## src/rtl/pipe_skid_stage.sv

```systemverilog
`default_nettype none
// ============================================================================
// Module   : pipe_skid_stage
// Summary  : Parametrised pipeline-stage register with a valid/ready handshake.
//            A two-entry skid buffer gives full throughput, and ready is decoded
//            from registered state only. Also provides a synchronous flush,
//            an occupancy status output and a saturating stall-cycle counter.
// Revision : 1.0 - initial release
// ============================================================================
module pipe_skid_stage #(
  parameter int WIDTH = 32,
  parameter int CNT_W = 16
) (
  input  logic             clk_i,
  input  logic             rst_i,
  input  logic             flush_i,
  input  logic             in_valid_i,
  output logic             in_ready_o,
  input  logic [WIDTH-1:0] in_data_i,
  output logic             out_valid_o,
  input  logic             out_ready_i,
  output logic [WIDTH-1:0] out_data_o,
  output logic [1:0]       occ_o,
  output logic [CNT_W-1:0] stall_cnt_o
);

  typedef enum logic [1:0] {
    ST_EMPTY = 2'd0,
    ST_ONE   = 2'd1,
    ST_FULL  = 2'd2
  } state_t;

  localparam logic [CNT_W-1:0] C_STALL_MAX = {CNT_W{1'b1}};

  state_t           state_q;
  logic [WIDTH-1:0] main_q;
  logic [WIDTH-1:0] skid_q;
  logic [CNT_W-1:0] stall_q;

  logic accept;
  logic drain;
  logic stall_now;

  // Handshake status is decoded purely from registered state, so neither
  // ready nor valid has a combinational path from the stage inputs.
  assign out_valid_o = (state_q != ST_EMPTY);
  assign in_ready_o  = (state_q != ST_FULL);
  assign out_data_o  = main_q;
  assign occ_o       = (state_q == ST_FULL) ? 2'd2 :
                       (state_q == ST_ONE)  ? 2'd1 : 2'd0;
  assign stall_cnt_o = stall_q;

  assign accept    = in_valid_i & in_ready_o;
  assign drain     = out_valid_o & out_ready_i;
  assign stall_now = out_valid_o & ~out_ready_i & ~flush_i;

  // Occupancy FSM with its payload registers; main always holds the oldest beat.
  always_ff @(posedge clk_i or posedge rst_i) begin
    if (rst_i) begin
      state_q <= ST_EMPTY;
      main_q  <= '0;
      skid_q  <= '0;
    end else if (flush_i) begin
      // Squash drops held entries and any same-cycle beat; payload is left as-is.
      state_q <= ST_EMPTY;
    end else begin
      case (state_q)
        ST_EMPTY: begin
          if (accept) begin
            state_q <= ST_ONE;
            main_q  <= in_data_i;
          end
        end
        ST_ONE: begin
          if (accept && drain) begin
            main_q <= in_data_i;
          end else if (accept) begin
            state_q <= ST_FULL;
            skid_q  <= in_data_i;
          end else if (drain) begin
            state_q <= ST_EMPTY;
          end
        end
        ST_FULL: begin
          // Input is not ready here, so only a drain can move the state.
          if (drain) begin
            state_q <= ST_ONE;
            main_q  <= skid_q;
          end
        end
        default: begin
          state_q <= ST_EMPTY;
        end
      endcase
    end
  end

  // Saturating count of cycles where downstream held off a valid beat.
  always_ff @(posedge clk_i or posedge rst_i) begin
    if (rst_i) begin
      stall_q <= '0;
    end else if (stall_now && (stall_q != C_STALL_MAX)) begin
      stall_q <= stall_q + CNT_W'(1);
    end
  end

endmodule
`default_nettype wire

```

## config.mk

```make
export PLATFORM = sky130hd
export DESIGN_NAME = pipe_skid_stage
export DESIGN_NICKNAME = d
export VERILOG_FILES = /design/src/rtl/pipe_skid_stage.sv
export SDC_FILE = /design/constraint.sdc
export NUM_CORES = 1
export LEC_CHECK = 0
export ABC_AREA = 1
export CORE_ASPECT_RATIO = 0.5
export CORE_MARGIN = 8
export CORE_UTILIZATION = 50
export CTS_CLUSTER_DIAMETER = 30
export CTS_CLUSTER_SIZE = 20
export DETAILED_ROUTE_END_ITERATION = 8
export PLACE_DENSITY = 0.87
export SLEW_MARGIN = 0
export SYNTH_ARGS = -nofsm -noshare
export SYNTH_HDL_FRONTEND = slang
export SYNTH_SLANG_ARGS = --single-unit
export TNS_END_PERCENT = 20
```

## constraint.sdc

```tcl
create_clock -name clk_i -period 3.91 [get_ports clk_i]
set_clock_uncertainty 0.1 [all_clocks]
set_input_delay 0.782 -clock clk_i [delete_from_list [all_inputs] [get_ports clk_i]]
set_output_delay 0.782 -clock clk_i [all_outputs]
set_load 0.05 [all_outputs]
```

# == Yosys cells after proc, flatten, opt, wreduce, memory -nomap -nowiden ==
# Cells that the tools add are included.
# op_classes
n_addsub,1
n_reduce_logical,8
n_eq_ne,11
n_bitwise,7
n_mux,13
# ops
cell,n
32-bit two-way mux,3
32-bit one-hot mux with 3 select lines,1
16-bit by 1-bit adder with 16-bit output (second input constant),1
16-bit inequality test (second input constant),1
2-bit two-way mux,7
3-bit inequality test (second input constant),3
4-bit AND reduction,2
2-bit inequality test (second input constant),3
2-bit one-hot mux with 3 select lines,1
5-bit AND reduction,1
1-bit AND,4
4-bit inequality test (second input constant),1
1-bit NOT,3
3-bit nonzero test,1
2-bit by 1-bit equality test with 1-bit output (second input constant),1
2-bit equality test (second input constant),1
1-bit logical AND,2
2-bit logical NOT,1
2-bit by 1-bit inequality test with 1-bit output (second input constant),1
2-bit nonzero test,1
1-bit two-way mux,1
# totals
out_inout_bits,52
in_bits,37
wordCells,44
ff_bits,82

# == Logic depth before layout (Yosys ltp) ==
# Gate-level depths: netlist (run 1).
# depth
word_depth,7
ltp_mapped,9
ltp_nobuf,8

# == Least setup slack after synthesis (run 1) ==
# OpenSTA, ideal clock, no wires.
# synth_timing
path_type,reg2out
from,reg state_q[0]
to,out in_ready_o
arrival_time_ns,1.131
stages_incl_launch_ff,4
path_slack_ns,1.897
t_required_ns,3.028
n_path_buf,1
cell_sequence,dfrtp_1 inv_2 nand2_1 clkbuf_1
# synth_between
elab_chain_cells,1
# synth_rtl
item,line_no,text
from (decl),35,state_t state_q;
from (signal assigned),60,state_q <= ST_EMPTY;
from (signal assigned),65,state_q <= ST_EMPTY;
from (signal assigned),70,state_q <= ST_ONE;
2-bit inequality test,47,assign in_ready_o = (state_q != ST_FULL);
to (decl),18,"output logic in_ready_o,"
# No other way between the ends.

# == Worst setup path after layout (run 1) ==
# layout_timing
from,reg state_q[0]
to,out occ_o[1]
# layout_between
elab_chain_cells,2
# layout_rtl
item,line_no,text
2-bit equality test,49,assign occ_o = (state_q == ST_FULL) ? 2'd2 :
2-bit two-way mux,49,
to (decl),23,"output logic [1:0] occ_o,"
# No other way between the ends.

==> summary.md, run 1 <==
| Metric | Value |
|---|---|
| Final hold vios | 0 |
| Final setup margin | 1.01 ns |
| Multi-input logic area | 1670 um2 |
| Die W | 141 um |
| Startpoint types | flop |
| Clk buf depth | 2 |
| Finished Cell Area | roughly 5200 um2 |
| Total track usage | about 18% |
| Post-synth EDFFs | 0 |
| Slew headroom | about 50% |
| Die height | 78.7 um |
| Clk root buf | clkbuf_16 |
| HPWL Detailed | about 6.6 mm |
| Post-CTS Setup Inserts | 0 |
| HP Class | reg2reg |
| Sequential Area | around 2100 um2 |
| Synth area leader | dfrtp_1 |
| Crit path cell chain | inv_2, nand2_2, inv_1, clkdlybuf4s50_1 |
| Leading post-synthesis cells by cell area | dfrtp_1, nand2_1, mux2i_1 |
| Hold_sp | skid_q[16] |
| Worst slew pin tran | around 0.76 ns |
| CP top delay family | buffers and inverters |
| Largest family of logic cells by synthesized area | simple AND/OR/NAND/NOR gates |
| Setup crit start | state_q[0] |
| TritonCTS Buffers | 9 |
| Top-count cell post-synth | nand2_1 |
| Period utilization | 74.3% |
| First-pass GRT wire length | about 16 mm |
| Placed Area | 4900 um2 |
| Compound-cell area share of the yosys netlist | 6.49% |
| Slew Viols, Final | 0 |
| Vias in the first global route | ~3,300 |
| # diodes | 0 |
| Buffers & Inverters on Critical Path | 3 |
| Slowest-stage cell, CP | clkdlybuf4s50_1 |
| Part of the Yosys area used for sequential elements | 52.2% |
| Post-synth top area share | 52.2% |
| CTS Sinks | between 80 and 90 |
| Top_reg_cell synth | dfrtp_1 |
| Top post-synthesis cells by count | nand2_1, dfrtp_1, nand3_1, o21ai_0, mux2i_1 |
| Io pins | between 80 and 90 |
| Post-layout min period | approximately 2.9 ns |
| Starting Density | ~53% |
| Dpl ws | slightly above 1 ns |
| Library cells used by synthesis | 26 |
| Simple-gate share of the synthesized area | 27.0% |
| Synth Warn # | 0 |
| Drt drc | 0 |
| Fin Setup TNS | 0 ns |
| Mux cell area share after synthesis | 7.13% |
| Clock latency on the worst-skew pair | 0.34 ns |
| Post-Syn Area | approximately 3900 um2 |
| Die footprint | about 11,000 um2 |
| Post-Syn Area per Cell | 8.66 um2 |
| Xor/xnor share of the synthesized area | under 10% |
| Count of state elements after synthesis | between 80 and 90 |
| Worst Hold Slack | roughly 0.37 ns |
| Fin cells | 653 |
| Status | completed |
| Crit path arrival time | a little over 2 ns |
| Placeable Area | ~7500 um2 |
| CP Class | reg2out |
| CTS resizes | 0 |
| CP peak stage delay | 0.84 ns |
| H-tree depth | 3 |
| Max Freq | between 0.3 and 0.4 GHz |
| Max-Cap Viols | 0 |
| Post-synth ARST share | 100% |
| Synthesized instance count | about 450 |
| Area delta synth->final | 32.5% |
| Dpl cells | ~640 |
| Drt first pass iters | 5 |
| GPL Wtd Cong | roughly 0.86 |
| CTS tree | done |
| Fraction of layout cells with a size suffix above 1 | 8.99% |
| CP endpoint kind | output pin |
| Clock Pin Slew Worst Setup and Hold Paths | around 0.060 ns |
| Fin util | just under 70% |
| Initial detailed-routing violation count | around 250 |
| Adder-Cell Fraction of Synth Area | less than 1% |
| Vias | about 3,300 |
| Required time worst endpoint | 3.03 ns |
| Largest net degree at the start of global routing | 44 |
| Final ANT Viol Nets | 0 |
| Reg2Reg Launch Point | state_q[0] |
| Total power | 3.03 mW |
| Port Buffers | 88 |
| Max VDD drop | 0.000312 V |
| Crit-path max FO | 14 |
| Row Count | 22 |
| Via-to-Cell Ratio | about 5.1 |
| Final nets | between 500 and 600 |
| Routed WL | around 9.5 mm |
| Setup violators final | 0 |
| Grt total ovfl | 0 |
| Initial antenna violation count | 0 |
| Lkg Pwr | approximately 2.6 nW |
| Hold_buf cts | 0 |
| Fillers | just under 600 |
| Syn_nets | between 400 and 500 |
| Pwr Density | about 580 nW/um2 |
| Unrepaired setup endpoints after global routing | no |
| Drt wl/cell | 14.6 um |
## flip-flops by register name, indices dropped and copies added, names as in the netlist
name / count
out_data_o: 32
stall_cnt_o: 16
skid_q: 32
state_q: 2
## layout make-up
cell class,count,share of cell area (%)
flip-flops and latches,82,39.4
multi-input cells,327,32.0
repair buffers,95,18.2
clock buffers,11,4.85
well taps,108,2.59
inverters,25,1.83
clock inverters,5,1.15
## kinds of logic (layout without fill, tap and decap cells)
family / after synthesis / after routing
buffers and inverters: 45 / 136
AOI/OAI and AO/OA: 48 / 48
and+or+nand+nor: 244 / 244
muxes: 28 / 28
adders and majority gates: 1 / 1
xor gates and xnor gates: 6 / 6
DFF: 82 / 82
## cell usage in the layout, fill, tap and decap left out, drive strengths merged
cell type | netlist | routed
a21boi | 1 | 1
a21oi | 1 | 1
buf | 15 | 7
bufinv | 0 | 1
clkbuf | 5 | 11
clkdlybuf4s50 | 0 | 88
clkinv | 0 | 2
clkinvlp | 0 | 1
dfrtp | 82 | 82
ha | 1 | 1
inv | 25 | 26
mux2i | 28 | 28
nand2 | 177 | 177
nand3 | 39 | 39
nand4 | 8 | 8
nor2 | 20 | 20
o21ai | 45 | 45
o22ai | 1 | 1
xnor2 | 6 | 6
## worst register-to-register path: cells and delay by family, from the launching register on
kind / cells / cell delay (ns)
buffers and inverters: 3 / 0.87
and+or+nand+nor: 2 / 0.74
DFF: 1 / 0.41
AOI/OAI and AO/OA: 2 / 0.29
## layer usage
metal / GRT usage, % / wire (um)
met3: 4.77 / 478
met2: 31.7 / 4830
met1: 21.2 / 4050
met4: 6.06 / 146
met5: 0 / 0
## worst paths after layout
path | to | slack, ns | depth (start not counted)
max | occ_o[1] | 1.01 | 4
min | skid_q[16] | 0.37 | 2
max reg2reg | out_data_o[11] | 1.37 | 7
min reg2reg | skid_q[16] | 0.37 | 2
max in group asynchronous | skid_q[5] | 2.28 | 3
min in group asynchronous | stall_cnt_o[11] | 0.77 | 2
## power breakdown
part,internal (mW),total (mW),leakage (nW),switching [mW]
registers,1.07,1.21,1.05,0.146
clock network,0.533,0.877,0.153,0.344
logic,0.331,0.947,1.41,0.616
Note: power is estimated with default switching activity, not from simulation.
==> run 2: changes to the inputs <==
==> constraint.sdc (replaced) <==
create_clock -name clk_i -period 2.7 [get_ports clk_i]
set_clock_uncertainty 0.1 [all_clocks]
set_input_delay 0.54 -clock clk_i [delete_from_list [all_inputs] [get_ports clk_i]]
set_output_delay 0.54 -clock clk_i [all_outputs]
set_load 0.05 [all_outputs]
==> summary.md, run 2 (synthesis gave the netlist of run 1 again) <==
| Metric | Value |
|---|---|
| Die footprint | about 11,000 um2 |
| Setup violators final | 0 |
| Worst slew pin tran | between 0.5 and 0.6 ns |
| Period utilization | between 90% and 100% |
| Slowest-stage cell, CP | clkdlybuf4s50_1 |
| HPWL Detailed | about 6.7 mm |
| Clock Pin Slew Worst Setup and Hold Paths | ~0.06 ns |
| Fin Setup TNS | 0 ns |
| Placeable Area | ~7500 um2 |
| CP Class | reg2out |
| Initial antenna violation count | 0 |
| Port Buffers | just under 90 |
| Vias in the first global route | 3,438 |
| TritonCTS Buffers | 9 |
| Setup crit start | state_q[1] |
| Grt total ovfl | 0 |
| Dpl ws | 0.304 ns |
| Starting Density | between 50% and 60% |
| Slew headroom | slightly above 60% |
| R2R setup slack | approximately 0.83 ns |
| Die W | around 140 um |
| Sw Share | about 36% |
| Clock latency on the worst-skew pair | 0.34 ns |
| Commonest non-fill, non-tap cells in the layout | nand2_1, clkdlybuf4s50_1, dfrtp_1 |
| Fin util | between 70% and 80% |
| Drt first pass iters | 6 |
| Worst R2R End | out_data_o[14] |
| Final nets | 580 |
| Final ANT Viol Nets | 0 |
| CTS Sinks | 82 |
| Fillers | roughly 550 |
| CTS resizes | 0 |
| Switching pwr | approximately 1.6 mW |
| Routed WL | slightly above 10 mm |
| Max Freq | 0.407 GHz |
| GPL Wtd Cong | 0.861 |
| Setup crit end | occ_o[0] |
| Slew Viols, Final | 0 |
| Hold_buf cts | 0 |
| Reg2Reg Depth | 6 |
| Clk root buf | clkbuf_16 |
| HP Class | reg2reg |
| Fraction of layout cells with a size suffix above 1 | approximately a tenth |
| Max VDD drop | around 0.00045 V |
| Multi-input logic area | 1670 um2 |
| Crit path arrival time | between 1.5 and 2 ns |
| H-tree depth | 3 |
| Crit-path most repeated cell | inv_1 |
| Lkg Pwr | between 2 and 3 nW |
| Most common cell after layout, fill and taps aside | nand2_1 |
| Total track usage | between 10% and 20% |
| # diodes | 0 |
| Startpoint types | flop |
| Via-to-Cell Ratio | ~5.2 |
| Row Count | 22 |
| Unrepaired setup endpoints after global routing | no |
| Clk buf depth | 2 |
| Sequential Area | a little over 2000 um2 |
| Vias | roughly 3,400 |
| Largest net degree at the start of global routing | 65 |
| Final hold vios | 0 |
| Io pins | 89 |
| Required time worst endpoint | slightly above 2 ns |
| Max-Cap Viols | 0 |
| Initial detailed-routing violation count | approximately 260 |
| CP peak stage delay | 0.80 ns |
| Die height | 78.7 um |
| Clock share of power | between 20 and 30% |
| Area delta synth->final | 34.2% |
| Crit path cell chain | inv_1, nand2_1, inv_1, clkdlybuf4s50_1 |
| Comb power frac | a little under a third |
| Post-CTS Setup Inserts | 0 |
| Post-layout min period | approximately 2.5 ns |
| Drt wl/cell | roughly 15 um |
| Crit-path max FO | 4 |
| Final setup margin | between 0.2 and 0.25 ns |
| CTS tree | done |
| Int Pwr | about 2.9 mW |
| Pwr Density | 853 nW/um2 |
| Drt drc | 0 |
| Status | completed |
| Flop pwr share | between 30% and 40% |
| CP endpoint kind | output pin |
| Reg2Reg Launch Point | state_q[0] |
| First-pass GRT wire length | 16.7 mm |
[run 2: power groups by stage]
stage	sequential, mW	clock [mW]	combinational, mW
3_3_place_gp	1.75	0	1.36
6_report	1.76	1.34	1.39
4_1_cts	1.75	1.36	1.41
5_1_grt	1.79	1.41	1.49
2_1_floorplan	2.22	0	0.428
3_5_place_dp	1.76	0	1.39
[run 2: worst min-delay path by stage]
stage / slack (ns) / cells after the start / to / from
floorplan: 0.34 / 2 / skid_q[0] / skid_q[0]
CTS: 0.37 / 2 / skid_q[26] / skid_q[26]
detailed placement: 0.36 / 2 / skid_q[26] / skid_q[26]
finish: 0.37 / 2 / skid_q[30] / skid_q[30]
global route: 0.39 / 2 / skid_q[30] / skid_q[30]
global placement: 0.35 / 2 / skid_q[31] / skid_q[31]
[run 2: area by class of cell]
cell class | count | area share, %
flip-flops and latches | 82 | 38.9
multi-input cells | 327 | 31.6
repair buffers | 97 | 18.8
clock buffers | 11 | 4.60
well taps | 108 | 2.56
inverters | 25 | 1.85
clock inverters | 5 | 1.61
[run 2: through the flow]
step / std cells / total power [mW] / hold slack [ns] / instance area [um2]
after floorplan: 454 / 2.64 / 0.341 / 3940
after global placement: 639 / 3.11 / 0.352 / 4950
after detailed placement: 639 / 3.15 / 0.357 / 4950
after CTS: 655 / 4.52 / 0.372 / 5270
after global routing: 655 / 4.69 / 0.392 / 5270
final: 655 / 4.50 / 0.369 / 5270
[run 2: critical path, delay by kind of cell, from the launching register on]
kind / cells / cell delay (ns)
DFF: 1 / 0.42
and+or+nand+nor: 1 / 0.09
buffers and inverters: 3 / 0.97
[run 2: routing by layer]
metal  track usage, %  part of all wire (%)
met4             7.76                   1.4
met5                0                     0
met3             3.88                   4.9
met1             21.4                    41
met2             33.3                    52
